--- config.mk ---
export PLATFORM = sky130hd
export DESIGN_NAME = fetch_unit
export DESIGN_NICKNAME = d
export VERILOG_FILES = /design/src/rtl/fetch_unit.sv
export SDC_FILE = /design/constraint.sdc
export NUM_CORES = 1
export LEC_CHECK = 0
export ABC_AREA = 1
export BUFFER_PORTS_ARGS = -buffer_cell sky130_fd_sc_hd__buf_2
export CAP_MARGIN = 25
export CORE_ASPECT_RATIO = 2
export CORE_MARGIN = 5
export CORE_UTILIZATION = 45
export CTS_CLUSTER_SIZE = 20
export DETAILED_ROUTE_END_ITERATION = 10
export PLACE_DENSITY = 0.68
export SYNTH_ARGS = -nofsm -noshare
export SYNTH_HDL_FRONTEND = slang
export SYNTH_SLANG_ARGS = --single-unit
--- constraint.sdc ---
create_clock -name clk -period 2.21 [get_ports clk]
set_input_delay 0 -clock clk [delete_from_list [all_inputs] [get_ports clk]]
set_output_delay 0 -clock clk [all_outputs]
set_load 0.005 [all_outputs]
--- src/rtl/fetch_unit.sv ---
// rtl/fetch_unit.sv - single-outstanding instruction fetch unit with redirect support
module fetch_unit #(
  parameter logic [29:0] RESET_PC = 30'h0
) (
  input  logic        clk,
  input  logic        rst_n,
  output logic        imem_req,
  output logic [29:0] imem_addr,
  input  logic        imem_ready,
  input  logic        imem_rvalid,
  input  logic [31:0] imem_rdata,
  output logic        instr_valid,
  output logic [31:0] instr,
  output logic [29:0] pc,
  input  logic        instr_ready,
  input  logic        jmp_enable,
  input  logic [29:0] jmp_addr,
  output logic [31:0] retired
);

  typedef enum logic [1:0] {
    BOOT = 2'd0,
    REQ  = 2'd1,
    WAIT = 2'd2,
    HOLD = 2'd3
  } state_t;

  state_t      state;
  logic [29:0] fetch_pc;

  // The request address is the pending fetch address itself, so it is
  // stable for as long as the request is held.
  assign imem_addr = fetch_pc;

  // Fetch sequencer: one request outstanding, every output registered so
  // instr_ready never reaches imem_req combinationally.
  always_ff @(posedge clk or negedge rst_n) begin
    if (!rst_n) begin
      state       <= BOOT;
      fetch_pc    <= RESET_PC;
      imem_req    <= 1'b0;
      instr_valid <= 1'b0;
      instr       <= 32'h0;
      pc          <= 30'h0;
      retired     <= 32'h0;
    end else begin
      case (state)
        BOOT: begin
          state    <= REQ;
          imem_req <= 1'b1;
        end
        REQ: begin
          if (imem_ready) begin
            state    <= WAIT;
            imem_req <= 1'b0;
          end
        end
        WAIT: begin
          if (imem_rvalid) begin
            instr       <= imem_rdata;
            pc          <= fetch_pc;
            instr_valid <= 1'b1;
            state       <= HOLD;
          end
        end
        HOLD: begin
          // instr_valid is always set here, so instr_ready alone marks a consume.
          if (instr_ready) begin
            fetch_pc    <= jmp_enable ? jmp_addr : pc + 30'd1;
            instr_valid <= 1'b0;
            retired     <= retired + 32'd1;
            imem_req    <= 1'b1;
            state       <= REQ;
          end
        end
        default: begin
          state    <= BOOT;
          imem_req <= 1'b0;
        end
      endcase
    end
  end

endmodule

==> results.yml <==
sta:
  fin_skew_ns: 0.0106
  slew_viol_final: 0
  slew_headroom: 0.570
  setup_viol: 0
  rsz0062_at_grt: "false"
  finalCriticalPeriod_ns: 1.75
  period_share: 0.792
  fmax_mhz: 572
  tightest_slew_ns: 0.646
  finalHoldViolCount: 0
  setup_tns_ns: 0
synth:
  postSynthCellCount: 894
  synth_most_common_cell: "nand2_1"
  ys_seq_elements: 128
  yosysSeqAreaShare: 0.482
  synth.distinct_cells: 34
  yosys_warnings: 0
  yosys.area.top_type_share: 0.482
  netlist_area_mm2: 0.00664
  synth_edf_count: 0
  ys_async_sr_fraction: 1.00
  synth_area_leader_cell: "dfrtp_1"
  synth_ff_type: "dfrtp_1"
  synth_area_leaders: "dfrtp_1 48%, nand2_1 19%, nor2_1 5.8%"
  synth_nets: 967
  synth_common_cells: "342 x nand2_1, 128 x dfrtp_1, 102 x nor2_1"
  syn_area_per_cell_um2: 7.43
floorplanning:
  rows: 63
  coreArea_mm2: 0.0147
  die_h_um: 182
  dieArea_mm2: 0.0174
  initial_utilization: 0.453
  ios: 194
  dieWidth_um: 95.9
cts:
  insertion_delay_ns: 0.42
  h-tree-depth: 4
  cts_buffer_depth: 2
  clk_pin_slew_ns: 0.06
  cts_root_buffer: "clkbuf_16"
  clock-sinks: 128
  numCtsBuffers: 17
  cts_resized: 0
  cts_tree: "built"
global_routing:
  overflow: 0
  grt_pass1_wl_mm: 32.1
  grt_pass1_vias: 6598
  grtUsageTotal: 0.231
  antenna_found_initial: 0
  grt_max_degree: 52
layout:
  area_growth_pct: 36.9
  nFillCells: 1304
  regArea_mm2: 0.00320
  antenna_cells: 0
  fin_nets: 1228
  final_layout_size_suffix_gt1_frac: 0.233
  final_core_util: 0.620
  multi_input_area_mm2: 0.00303
setup_path:
  cp.arrival_ns: 2.06
  cp_top_family: "simple AND/OR/NAND/NOR gates"
  worstPathRequired_ns: 2.52
  cp_max_fo: 9
  slowest_stage: "dfrtp_1"
  crit_path_end_kind: "flop"
  start_kind: "flop"
  path_buf_inv: 0
  startpoint: "state[1]"
  worstPathCellList: "ha_1 > nand2_2 > nor2_4 > nand2_2 > nor2_4 > nand2_2 > nor2_4 > nand3_1 > nand2_1 > nand2_1"
  rr_startpoint: "state[1]"
  critPathMaxStageDelay_ns: 0.42
  path_class: "flop to flop"
detailed_routing:
  routed_via_density: 4.95
  drtAntennaViolNets: 0
  vias: 6744
  drtIter0Drc: 322
  wl_per_cell_um: 14.2
  dr.pass1.iters: 6
  routed_wl_mm: 19.4
  drc: 0
power:
  ir_drop_v: 0.000674
  p_leak_nw: 4.65
  cellPowerDensity_mw_per_mm2: 1120
worst_hold_path:
  hp-class: "input pin to flop"
  holdCritStartpoint: "instr_ready"
outcome:
  status: "finished clean"
placement:
  post-dp-hpwl_mm: 13.7
  gp_congestion: 0.869
  io_buffers: 193
run:
  drv_cap: 0
-- state kept, by name (all words and copies together), names as in the netlist --
register     count
instr_valid      1
imem_addr       30
pc              30
instr           32
retired         32
state            2
imem_req         1
-- power by group --
group,switching [mW],internal [mW],total [mW],leakage [nW]
registers,0.872,3.24,4.11,1.57
clock network,1.08,1.77,2.85,0.282
logic,1.83,1.43,3.26,2.80
-- cells by family (layout without fill, tap and decap cells) --
kind of cell             count (synthesis)  after routing  share of synthesized area
buffers and inverters                  106            380                     0.0618
flip-flops                             128            128                      0.482
adder cells (fa/ha/maj)                  5              5                    0.00942
AO/OA/AOI/OAI                           81             81                     0.0639
XOR/XNOR                                23             23                     0.0303
AND/OR/NAND/NOR                        551            551                      0.352
-- what timing repair did --
action / 4_1_cts / 5_1_grt
hold buffers: 65 / 0
buffers inserted: 0 / 0
hold endpoints to repair: 109 / 0
-- placed cells by master (no fill, tap or decap), types with 3 or more instances in the layout --
master / n
nand4_1: 10
nor2_1: 102
clkinv_2: 4
nand2_2: 9
dlygate4sd3_1: 65
a22oi_1: 3
ha_1: 5
inv_1: 77
nand2_1: 342
buf_4: 9
clkbuf_16: 17
clkinvlp_4: 4
nor2_2: 12
nor2_4: 9
bufinv_16: 3
nor3_1: 3
and2_1: 4
xor2_1: 21
nand3_1: 51
buf_2: 192
o21ai_0: 45
dfrtp_1: 128
a21oi_1: 27
-- worst paths after layout --
| check | end | slack [ns] | cells past startpoint |
|---|---|---|---|
| max in group asynchronous | instr[13] | 1.33 | 3 |
| min in group asynchronous | instr[0] | 0.16 | 2 |
| worst max-delay path | retired[24] | 0.46 | 10 |
| worst min-delay path | imem_req | 0.05 | 4 |
| worst max register to register | retired[24] | 0.46 | 10 |
| worst min register to register | instr[30] | 0.47 | 2 |
-- metrics by stage --
| step | total power, mW | hold WS (ns) | cell area (um^2) | setup slack (ns) | std cells |
|---|---|---|---|---|---|
| after floorplan | 5.69 | -0.296 | 6640 | 0.680 | 894 |
| after global placement | 7.19 | 0.0641 | 7850 | 0.570 | 1266 |
| after detailed placement | 7.31 | 0.0709 | 7850 | 0.498 | 1266 |
| after CTS | 10.3 | 0.0320 | 9090 | 0.487 | 1363 |
| after global routing | 11.0 | 0.0574 | 9090 | 0.315 | 1363 |
| final | 10.2 | 0.0484 | 9090 | 0.461 | 1363 |
-- worst register-to-register path, cell delays in order, from the launching register on --
cell	delay, ns
dfrtp_1	0.42
ha_1	0.22
nand2_2	0.18
nor2_4	0.16
nand2_2	0.09
nor2_4	0.13
nand2_2	0.10
nor2_4	0.14
nand3_1	0.08
nand2_1	0.07
nand2_1	0.05
-- layout make-up --
class,instances,area share
inverter,80,0.0330
clock buffer,18,0.0472
clock inverter,14,0.0183
multi-input combinational,660,0.333
tap,195,0.0268
sequential,128,0.352
timing repair buffer,268,0.189
-- routing by layer --
metal	vias to the layer above	GRT usage	wire length, um
met2	248	0.363	9130
met4	0	0.0690	286
li1	3320	-	-
met1	3153	0.314	8440
met3	23	0.0568	1500
met5	-	0	0
(Power assumes the default switching activity.)
